<file path="src/rtl/counter_seq_controller.sv">
// -----------------------------------------------------------------------------
// counter_seq_controller
//
// Purpose:
//   Owns one 4-bit count register and steps it through one of four sequences:
//   mod-15 even, mod-15 odd, a fixed custom sequence, or plain mod-15 binary.
//   Counting is started/stopped by level inputs and paced by an 8-bit step
//   prescaler. Mode changes arrive through a valid/ready handshake. In IDLE
//   they apply at once; while running they are buffered and applied only at a
//   sequence wrap, so a partial sequence is never emitted.
//
// Parameters:
//   DEFAULT_MODE  mode loaded at reset (0 even, 1 odd, 2 custom, 3 binary)
//   STEP_DIV      count advances every STEP_DIV+1 cycles (0..255)
//
// Ports:
//   clk             in   rising-edge clock
//   rst             in   synchronous active-low reset
//   start           in   level; IDLE -> RUN when high and stop is low
//   stop            in   level; RUN/PEND -> IDLE, wins over everything else
//   mode_req[1:0]   in   requested mode
//   mode_req_valid  in   mode_req is valid this cycle
//   mode_req_ready  out  request can be accepted (decoded from state)
//   count[3:0]      out  current counter value (registered)
//   mode[1:0]       out  mode in effect (registered)
//   wrap            out  one-cycle pulse when count returns to F(mode)
//   busy            out  high in RUN or PEND (registered)
//   wrap_cnt[7:0]   out  only with WRAP_CNT_EN: saturating wrap counter,
//                        cleared whenever the mode changes value
//
// Build option:
//   WRAP_CNT_EN     define to add the wrap_cnt port and its register.
// -----------------------------------------------------------------------------
module counter_seq_controller #(
   parameter logic [1:0] DEFAULT_MODE = 2'd0,
   parameter int unsigned STEP_DIV    = 0
) (
   input  logic       clk,
   input  logic       rst,
   input  logic       start,
   input  logic       stop,
   input  logic [1:0] mode_req,
   input  logic       mode_req_valid,
   output logic       mode_req_ready,
   output logic [3:0] count,
   output logic [1:0] mode,
   output logic       wrap,
   output logic       busy
`ifdef WRAP_CNT_EN
   ,
   output logic [7:0] wrap_cnt
`endif
);

   localparam logic [1:0] MODE_EVEN   = 2'd0;
   localparam logic [1:0] MODE_ODD    = 2'd1;
   localparam logic [1:0] MODE_CUSTOM = 2'd2;
   localparam logic [1:0] MODE_BIN    = 2'd3;

   localparam logic [7:0] STEP_DIV_C  = 8'(STEP_DIV);

   typedef enum logic [1:0] {
      ST_IDLE = 2'd0,
      ST_RUN  = 2'd1,
      ST_PEND = 2'd2
   } state_t;

   // ---------------------------------------------------------------------
   // Sequence helpers
   // ---------------------------------------------------------------------

   // First value F(m) of each sequence.
   function automatic logic [3:0] first_val(input logic [1:0] m);
      logic [3:0] r;
      case (m)
         MODE_EVEN:   r = 4'd0;
         MODE_ODD:    r = 4'd1;
         MODE_CUSTOM: r = 4'd3;
         MODE_BIN:    r = 4'd0;
         default:     r = 4'd0;
      endcase
      return r;
   endfunction

   // Last value L(m) of each sequence.
   function automatic logic [3:0] last_val(input logic [1:0] m);
      logic [3:0] r;
      case (m)
         MODE_EVEN:   r = 4'd14;
         MODE_ODD:    r = 4'd13;
         MODE_CUSTOM: r = 4'd6;
         MODE_BIN:    r = 4'd14;
         default:     r = 4'd14;
      endcase
      return r;
   endfunction

   // Membership of c in the sequence of mode m.
   function automatic logic is_member(input logic [1:0] m, input logic [3:0] c);
      logic r;
      case (m)
         MODE_EVEN:   r = ~c[0];
         MODE_ODD:    r = c[0] & (c != 4'd15);
         MODE_CUSTOM: begin
            case (c)
               4'd3, 4'd7, 4'd1, 4'd12,
               4'd9, 4'd4, 4'd14, 4'd6: r = 1'b1;
               default:                 r = 1'b0;
            endcase
         end
         MODE_BIN:    r = (c != 4'd15);
         default:     r = 1'b0;
      endcase
      return r;
   endfunction

   // Successor of c within mode m; only used when c is a member and not L(m).
   function automatic logic [3:0] next_val(input logic [1:0] m, input logic [3:0] c);
      logic [3:0] r;
      case (m)
         MODE_EVEN:   r = c + 4'd2;
         MODE_ODD:    r = c + 4'd2;
         MODE_CUSTOM: begin
            case (c)
               4'd3:    r = 4'd7;
               4'd7:    r = 4'd1;
               4'd1:    r = 4'd12;
               4'd12:   r = 4'd9;
               4'd9:    r = 4'd4;
               4'd4:    r = 4'd14;
               4'd14:   r = 4'd6;
               default: r = 4'd3;
            endcase
         end
         MODE_BIN:    r = c + 4'd1;
         default:     r = c + 4'd1;
      endcase
      return r;
   endfunction

   // ---------------------------------------------------------------------
   // State
   // ---------------------------------------------------------------------
   state_t     state_q, state_d;
   logic [3:0] count_q, count_d;
   logic [1:0] mode_q, mode_d;
   logic       pend_valid_q, pend_valid_d;
   logic [1:0] pend_mode_q, pend_mode_d;
   logic [7:0] presc_q, presc_d;
   logic       wrap_q, wrap_d;
   logic       busy_q, busy_d;
   logic       accept_s;
   logic       tick_s;

   // Ready depends on state only, so a requester never sees a combinational
   // path from its own valid.
   assign mode_req_ready = (state_q != ST_PEND);
   assign accept_s       = mode_req_valid & mode_req_ready;
   assign tick_s         = (presc_q == STEP_DIV_C);

   // Next-state, counting and handshake decode.
   always_comb begin
      state_d      = state_q;
      count_d      = count_q;
      mode_d       = mode_q;
      pend_valid_d = pend_valid_q;
      pend_mode_d  = pend_mode_q;
      presc_d      = presc_q;
      wrap_d       = 1'b0;

      case (state_q)
         ST_IDLE: begin
            if (accept_s) begin
               // Immediate switch; supersedes any request left over from a stop.
               mode_d       = mode_req;
               count_d      = first_val(mode_req);
               presc_d      = 8'd0;
               pend_valid_d = 1'b0;
            end else if (start && !stop && pend_valid_q) begin
               // Request kept across a stop: apply the mode now, the count
               // is reconciled on the first tick if it is not a member.
               mode_d       = pend_mode_q;
               pend_valid_d = 1'b0;
            end else begin
               mode_d       = mode_q;
            end

            if (start && !stop) begin
               state_d = ST_RUN;
               presc_d = 8'd0;
            end else begin
               state_d = ST_IDLE;
            end
         end

         ST_RUN, ST_PEND: begin
            if (stop) begin
               // Stop wins: count and prescaler hold, a request is retained.
               state_d = ST_IDLE;
               if (accept_s) begin
                  pend_valid_d = 1'b1;
                  pend_mode_d  = mode_req;
               end else begin
                  pend_valid_d = pend_valid_q;
               end
            end else begin
               if (accept_s) begin
                  pend_valid_d = 1'b1;
                  pend_mode_d  = mode_req;
                  state_d      = ST_PEND;
               end else begin
                  state_d      = state_q;
               end

               if (tick_s) begin
                  presc_d = 8'd0;
                  if ((state_q == ST_PEND) && (count_q == last_val(mode_q))) begin
                     mode_d       = pend_mode_q;
                     count_d      = first_val(pend_mode_q);
                     wrap_d       = 1'b1;
                     pend_valid_d = 1'b0;
                     state_d      = ST_RUN;
                  end else if (!is_member(mode_q, count_q) ||
                               (count_q == last_val(mode_q))) begin
                     count_d = first_val(mode_q);
                     wrap_d  = 1'b1;
                  end else begin
                     count_d = next_val(mode_q, count_q);
                  end
               end else begin
                  presc_d = presc_q + 8'd1;
               end
            end
         end

         default: begin
            state_d = ST_IDLE;
         end
      endcase

      busy_d = (state_d != ST_IDLE);
   end

   // Register bank with synchronous active-low reset.
   always_ff @(posedge clk) begin
      if (!rst) begin
         state_q      <= ST_IDLE;
         count_q      <= first_val(DEFAULT_MODE);
         mode_q       <= DEFAULT_MODE;
         pend_valid_q <= 1'b0;
         pend_mode_q  <= 2'd0;
         presc_q      <= 8'd0;
         wrap_q       <= 1'b0;
         busy_q       <= 1'b0;
      end else begin
         state_q      <= state_d;
         count_q      <= count_d;
         mode_q       <= mode_d;
         pend_valid_q <= pend_valid_d;
         pend_mode_q  <= pend_mode_d;
         presc_q      <= presc_d;
         wrap_q       <= wrap_d;
         busy_q       <= busy_d;
      end
   end

   assign count = count_q;
   assign mode  = mode_q;
   assign wrap  = wrap_q;
   assign busy  = busy_q;

`ifdef WRAP_CNT_EN
   logic [7:0] wrap_cnt_q, wrap_cnt_d;

   // Wrap counter next value; a mode change restarts the count even when it
   // coincides with the switch-over wrap.
   always_comb begin
      wrap_cnt_d = wrap_cnt_q;
      if (mode_d != mode_q) begin
         wrap_cnt_d = 8'd0;
      end else if (wrap_d && (wrap_cnt_q != 8'd255)) begin
         wrap_cnt_d = wrap_cnt_q + 8'd1;
      end else begin
         wrap_cnt_d = wrap_cnt_q;
      end
   end

   // Wrap counter register.
   always_ff @(posedge clk) begin
      if (!rst) begin
         wrap_cnt_q <= 8'd0;
      end else begin
         wrap_cnt_q <= wrap_cnt_d;
      end
   end

   assign wrap_cnt = wrap_cnt_q;
`endif

endmodule

</file>
<file path="config.mk">
export PLATFORM = sky130hd
export DESIGN_NAME = counter_seq_controller
export DESIGN_NICKNAME = d
export VERILOG_FILES = /design/src/rtl/counter_seq_controller.sv
export SDC_FILE = /design/constraint.sdc
export NUM_CORES = 1
export LEC_CHECK = 0
export BUFFER_PORTS_ARGS = -buffer_cell sky130_fd_sc_hd__buf_2
export CORE_MARGIN = 3
export CORE_UTILIZATION = 40
export CTS_CLUSTER_SIZE = 12
export DETAILED_ROUTE_END_ITERATION = 8
export GPL_TIMING_DRIVEN = 0
export PLACE_DENSITY_LB_ADDON = 0.25
export RECOVER_POWER = 25
export SYNTH_ARGS = -nofsm -noshare
export SYNTH_HDL_FRONTEND = slang
export SYNTH_SLANG_ARGS = --single-unit
</file>
<file path="constraint.sdc">
create_clock -name clk -period 2.58 [get_ports clk]
set_input_delay 0.516 -clock clk [delete_from_list [all_inputs] [get_ports clk]]
set_output_delay 0.516 -clock clk [all_outputs]
set_load 0.01 [all_outputs]
</file>
==> results of run 1 <==
[worst max path at each step]
| stage | startpoint | to | slack, ns | cells after the start |
|---|---|---|---|---|
| 3_5_place_dp | mode[1] | flip-flop | 0.08 | 9 |
| 6_report | mode[1] | flip-flop | 0.16 | 10 |
| 5_1_grt | mode[1] | flip-flop | -0.005 | 10 |
| 3_3_place_gp | mode[1] | flip-flop | 0.1 | 9 |
| 4_1_cts | mode[1] | flip-flop | 0.07 | 9 |
| 2_1_floorplan | mode[1] | flip-flop | 0.23 | 9 |
[layer usage]
| metal | wire length, um | GRT usage | share of wire |
|---|---|---|---|
| met5 | 0 | 0 | 0 |
| met4 | 48 | 0.0511 | 0.015 |
| met3 | 106 | 0.0144 | 0.032 |
| met2 | 1540 | 0.229 | 0.47 |
| met1 | 1610 | 0.189 | 0.49 |
[critical path, delay by kind of cell (launching register included)]
family	cells	cell delay (ns)
adders and majority gates	1	0.21
muxes	1	0.08
DFF	1	0.40
AOI/OAI and AO/OA	5	1.22
buffers and inverters	2	0.26
and+or+nand+nor	1	0.18
[cell type report]
cell class	instances	area, um2	share of cell area
Inverter	15	56.3	0.0301
Tap cell	48	60.1	0.0321
Sequential cell	22	442	0.236
Clock buffer	3	41.3	0.0221
Buffer	7	30.0	0.0161
Clock inverter	1	30.0	0.0161
Timing Repair Buffer	18	90.1	0.0482
Multi-Input combinational cell	148	1120	0.599
[what timing repair did]
| item | in CTS | in global routing |
|---|---|---|
| gates resized for setup | 0 | 5 |
| hold endpoints to repair | 0 | 0 |
| setup buffers | 0 | 3 |
| endpoints found under the setup margin | 0 | 1 |
[metrics by stage]
step | setup TNS (ns) | hold WS (ns)
floorplan | 0 | 0.458
global placement | 0 | 0.475
detailed placement | 0 | 0.482
CTS | 0 | 0.493
global route | -0.00494 | 0.546
finish | 0 | 0.491
[cells by family after synthesis]
family	share of synthesized area
AOI/OAI and AO/OA	0.222
xor gates and xnor gates	0.0483
adders and majority gates	0.130
buffers and inverters	0.0529
DFF	0.270
muxes	0.0406
and+or+nand+nor	0.236
[cells in the final DEF, fill, tap and decap left out, types with 3 or more instances in the layout]
cell | Yosys | layout
nor2_1 | 20 | 20
a21oi_1 | 7 | 7
and2_1 | 6 | 6
o211ai_1 | 3 | 3
inv_1 | 15 | 15
o31ai_1 | 5 | 3
clkbuf_8 | 0 | 3
xnor2_1 | 3 | 3
ha_1 | 17 | 17
clkbuf_1 | 4 | 10
nand2_1 | 14 | 14
buf_4 | 0 | 3
buf_2 | 2 | 11
xor2_1 | 6 | 6
mux2i_1 | 4 | 4
dfxtp_1 | 22 | 21
nand3_1 | 3 | 3
nand4_1 | 4 | 4
nor2b_1 | 4 | 4
o21ai_0 | 12 | 12
[report_power, final]
part / switching [W] / leakage [nW] / internal (W)
sequential: 0.0000127 / 0.179 / 0.000352
combinational: 0.000123 / 0.577 / 0.0000985
clock: 0.000110 / 0.0357 / 0.000207
total: 0.000245 / 0.792 / 0.000658
[flip-flops by register name, indices dropped and copies added (netlist names), named ones only]
signal and count:
presc_q 8, count 4, mode 2, pend_mode_q 2
state_q 2, busy 1, pend_valid_q 1, wrap 1
==> metrics.md, run 1 <==
| Metric | Value |
|---|---|
| Outcome | finished, final reports clean |
| Top post-synthesis cells by count | dfxtp_1, nor2_1, ha_1 |
| Fin cells | 262 |
| Most numerous cell in the Yosys netlist | dfxtp_1 |
| Largest fanout on the critical path | 5 |
| Crit-path slowest cell | dfxtp_1 |
| Final-report setup violation count | 0 |
| Chip Height | 69.9 um |
| CTS tree | built |
| Worst r2r src | mode[1] |
| Fillers | 391 |
| Final Critical Period | 2.42 ns |
| Drt pass-1 iters | 4 |
| Final wirelength | 3.30 mm |
| Die X | 69.9 um |
| Tot Pwr | 0.000903 W |
| Clk buf depth | 2 |
| HPWL after DPL | 2.54 mm |
| Final hold violation count | 0 |
| Max IR drop VDD | 0.305 mV |
| GRT Overall Usage | 0.140 |
| Max-capacitance violation count | 0 |
| CP Cell Sequence | inv_1 -> ha_1 -> and3b_1 -> o211a_2 -> a221oi_4 -> buf_4 -> mux2i_1 -> a221oi_2 -> o21ai_0 -> a21oi_2 |
| Hold depth | 2 |
| I/O pin count | 16 |
| Lkg Pwr | 0.792 nW |
| Syn Inst Count | 192 |
| Reg2reg path depth | 10 |
| Top_reg_cell synth | dfxtp_1 |
| Yosys top cell area share | 0.270 |
| Remaining Overflow, GRT | 0 |
| Worst Skew | 0.00140 ns |
| Fmax | 413 MHz |
| Placed instance count | 255 |
| Async SR Flop Fraction | 0 |
| Design area | 1870 um2 |
| DRC viols | 0 |
| Largest net degree at the start of global routing | 14 |
| R2r setup slk | 0.16 ns |
| Crit path required time | 2.78 ns |
| Setup ws final | 0.158 ns |
| Syn. warnings | 0 |
| Share of cells above drive strength 1 | 0.173 |
| Crit path largest cell delay | 0.40 ns |
| Cell taking the most area after synthesis | dfxtp_1 |
| PD cells | 483 nW/um2 |
| # diodes | 0 |
| DRT antenna net count | 0 |
| Fin util | 0.492 |
| Root Driver | clkbuf_8 |
| Synth cell types | 50 |
| Hold Startpoint | pend_mode_q[1] |
| Die area | 4880 um2 |
| Initial Utilization | 0.430 |
| Pins over their slew limit | 0 |
| Slew HR | 0.656 |
| CTS Buf Count | 3 |
| Hold-fix buffers at CTS | 0 |
| CTS clk-pin slew, worst paths | 0.08 ns |
| Gp weighted congestion | 0.804 |
| Final nets | 239 |
| Post-synth EDFFs | 0 |
| Min-delay worst type | reg -> reg |
| Worst Setup Start Kind | flip-flop |
| IO buf count | 15 |
| Worst Tran Pin Value | 0.513 ns |
| Via total after detailed routing | 1391 |
| Vias in the first global route | 1327 |
| Critical path class | reg -> reg |
| # clock sinks | 22 |
| Placement Rows | 22 |
| Post-synthesis sequential area ratio | 0.270 |
| First-pass GRT wire length | 5.70 mm |
| Average instance area after synthesis | 8.50 um2 |
| Area delta synth->final | 14.6% |
| Vias per cell | 5.31 |
| Hold endpoint | pend_mode_q[1] |
| Initial antenna violation count | 0 |
| Placed instance area | 1770 um2 |
| Arrival @ worst endpoint | 2.62 ns |
| Post-Syn Area | 1630 um2 |
| Drt wl/cell | 12.6 um |
| Post-synthesis register bit count | 22 |
| Post-synth net total | 216 |
| Place WS | 0.0821 ns |
| Depth of the CTS H-tree | 1 |
| Core area | 3800 um2 |
| Final period utilization | 0.939 |
| Kind of end point of the critical path | flip-flop |
| Worst-skew pair later-pin latency | 0.26 ns |
| Largest cells by area after synthesis | dfxtp_1, ha_1, nor2_1 |
| DRT iter0 DRCs | 48 |
No activity file was read; power rests on OpenSTA's default activity.
==> run 2: changes to the inputs <==
- ABC_AREA: unset -> 1
==> run 2 against run 1 <==
Sequential power up 4%; sequential share of layout area down 0.55 points; via count up 13%; clock power about the same; count of clock-buffer cells in the layout unchanged; critical path depth up 3; global-route usage up 1.1 points; die area up 4.3%; area after synthesis up 4.8%.
==> metrics.md, run 2 <==
| Metric | Value |
|---|---|
| Outcome | finished, final reports clean |
| Initial antenna violation count | 0 (unchanged) |
| DRT antenna net count | 0 (unchanged) |
| Commonest non-fill, non-tap cells in the layout | nand2_1, inv_1, a21oi_1, dfxtp_1, nor2_1 |
| Largest net degree at the start of global routing | 14 (unchanged) |
| Worst Skew | 0.00350 ns (+0.00210 ns) |
| Crit path largest cell delay | 0.38 ns (-0.02 ns) |
| Post-synthesis sequential area ratio | 0.258 (-0.0123) |
| Post-synthesis register bit count | 22 (unchanged) |
| Reg2reg path depth | 13 (+3) |
| R2r setup slk | 0.65 ns (+0.50 ns) |
| Area delta synth->final | 11.7% |
| Vias per cell | 4.94 (-7.0%) |
| Placement Rows | 23 (+4.5%) |
| Depth of the CTS H-tree | 1 (unchanged) |
| Worst hold slack | 0.475 ns (-0.0156 ns) |
| Arrival @ worst endpoint | 2.09 ns (-0.53 ns) |
| Top post-synthesis cells by count | nand2_1, inv_1, a21oi_1, dfxtp_1, nor2_1 |
| Synth cell types | 33 (-34%) |
| Most common cell after layout, fill and taps aside | nand2_1 |
| Top cell family by delay on the critical path | simple AND/OR/NAND/NOR gates |
| DRC viols | 0 (unchanged) |
| Lkg Pwr | 0.841 nW (+6.2%) |
| Root Driver | clkbuf_8 |
| GRT Overall Usage | 0.150 (+0.0106) |
| I/O pin count | 16 (unchanged) |
| Hold-fix buffers at CTS | 0 (unchanged) |
| HPWL after DPL | 2.79 mm (+9.6%) |
| Initial Utilization | 0.421 (-0.00830) |
| Reg with most FFs | presc_q |
| Clk buf depth | 2 (unchanged) |
| Top_reg_cell synth | dfxtp_1 |
| Post-synth EDFFs | 0 (unchanged) |
| Max IR drop VDD | 0.586 mV (+92%) |
| Cell taking the most area after synthesis | dfxtp_1 |
| RSZ-0062 raised after global routing | no |
| Most frequent CP cell | nand2_1 |
| Hold endpoint | mode[0] |
| Final nets | 293 (+23%) |
| Die area | 5090 um2 (+4.3%) |
| # diodes | 0 (unchanged) |
| Chip Height | 71.4 um (+2.1%) |
| Pins over their slew limit | 0 (unchanged) |
| Max-capacitance violation count | 0 (unchanged) |
| First-pass GRT wire length | 6.32 mm (+11%) |
| Syn Inst Count | 249 (+30%) |
| Yosys top cell area share | 0.258 (-0.0123) |
| Largest cells by area after synthesis | dfxtp_1, ha_1, nand2_1 |
| Most numerous cell in the Yosys netlist | nand2_1 |
| Async SR Flop Fraction | 0 (unchanged) |
| Postcts setup bufs | 0 (unchanged) |
| Vias in the first global route | 1408 (+6.1%) |
| Post-synth net total | 273 (+26%) |
| Final Critical Period | 1.93 ns (-0.495 ns) |
| Final wirelength | 3.55 mm (+7.5%) |
| Slew HR | 0.725 (+0.0692) |
| Crit path required time | 2.74 ns (-0.04 ns) |
| Kind of end point of the critical path | flip-flop |
| Final hold violation count | 0 (unchanged) |
| Worst Tran Pin Value | 0.413 ns (-0.100 ns) |
| Post-Syn Area | 1710 um2 (+4.8%) |
| Drt pass-1 iters | 4 (unchanged) |
| DRT iter0 DRCs | 77 (+60%) |
| Share of cells above drive strength 1 | 0.190 (+0.0174) |
| Final period utilization | 0.747 (-0.192) |
| Gp weighted congestion | 0.841 (+4.7%) |
| Hold depth | 2 (unchanged) |
| Critical path class | reg -> reg |
| Min-delay worst type | reg -> reg |
| Worst r2r src | state_q[1] |
| CP Cell Sequence | inv_1 -> ha_1 -> nor2_1 -> a21oi_2 -> nand2_2 -> nor2_4 -> o21ai_2 -> nor2_2 -> nand2_2 -> nand2_1 -> nand2_1 -> nand2_1 -> o21ai_2 |
| Via total after detailed routing | 1570 (+13%) |
| Crit-path slowest cell | dfxtp_1 |
| Core area | 4060 um2 (+6.8%) |
| Drt wl/cell | 11.2 um (-11%) |
| # resized after CTS | 0 (unchanged) |
| Final-report setup violation count | 0 (unchanged) |
| PD cells | 514 nW/um2 (+6.4%) |
| Syn. warnings | 0 (unchanged) |
| Setup TNS Final | 0 ns (unchanged) |
| Hold Startpoint | pend_mode_q[0] |
| Fmax | 519 MHz (+26%) |
| Fillers | 433 (+11%) |
| # clock sinks | 22 (unchanged) |
| Die X | 71.4 um (+2.1%) |
| Crit path buf inv count | 1 (-1) |
| Average instance area after synthesis | 6.86 um2 (-19%) |
| CTS Buf Count | 3 (unchanged) |
| Tot Pwr | 0.000981 W (+8.6%) |
| CTS clk-pin slew, worst paths | 0.08 ns (about the same) |
| Worst Setup Start Kind | flip-flop |
| Largest fanout on the critical path | 4 (-1) |
| Remaining Overflow, GRT | 0 (unchanged) |
| Number of flip-flops under the largest register name | 8 (unchanged) |
| Worst-skew pair later-pin latency | 0.26 ns (about the same) |
| CTS tree | built |
| IO buf count | 15 (unchanged) |
-- run 2: layout make-up --
cell class / count / area (um2) / share of cell area
multi-input cells: 189 / 1120 / 0.585
well taps: 50 / 62.6 / 0.0328
repair buffers: 15 / 66.3 / 0.0347
flip-flops and latches: 22 / 440 / 0.231
clock inverters: 1 / 30.0 / 0.0157
plain buffers: 4 / 22.5 / 0.0118
inverters: 34 / 130 / 0.0682
clock buffers: 3 / 41.3 / 0.0216
-- run 2: worst min-delay path: cells and delay by family, from the launching register on --
family | cells | cell delay (ns)
compound gates | 1 | 0.07
simple gates | 1 | 0.06
flops | 1 | 0.31
-- run 2: worst max path at each step --
stage	startpoint	end	slack (ns)	depth (start not counted)
floorplan	state_q[1]	flip-flop	0.82	12
global placement	state_q[1]	flip-flop	0.69	12
detailed placement	state_q[1]	flip-flop	0.67	13
CTS	state_q[1]	flip-flop	0.64	13
global route	state_q[0]	flip-flop	0.47	11
finish	state_q[1]	flip-flop	0.65	13
-- run 2: cell families (layout without fill, tap and decap cells) --
group / count (synthesis) / count (layout) / synth area share
AO/OA/AOI/OAI: 49 / 49 / 0.178
adder cells (fa/ha/maj): 17 / 17 / 0.124
flip-flops: 22 / 22 / 0.258
buffers and inverters: 38 / 57 / 0.0893
AND/OR/NAND/NOR: 123 / 123 / 0.351
-- run 2: through the flow --
step                 util  cells  worst slack, ns  instance area (um2)
global route        0.471    318            0.472                 1910
floorplan               -    249            0.825                 1710
finish              0.471    318            0.653                 1910
global placement    0.455    314            0.693                 1850
detailed placement  0.455    314            0.666                 1850
CTS                 0.473    318            0.640                 1920
-- run 2: power breakdown --
group          switching (W)  internal, W  total, W  leakage (nW)
Sequential         0.0000202     0.000359  0.000379         0.180
Clock               0.000113     0.000207  0.000320        0.0357
Combinational       0.000182    0.0000994  0.000281         0.626
Total               0.000315     0.000666  0.000981         0.841
-- run 2: layer usage --
| metal | track usage | part of all wire | vias up |
|---|---|---|---|
| met5 | 0 | 0 | - |
| met4 | 0.0418 | 0.0096 | 0 |
| met3 | 0.0238 | 0.038 | 4 |
| met2 | 0.239 | 0.44 | 27 |
| met1 | 0.211 | 0.51 | 689 |
| li1 | - | - | 850 |
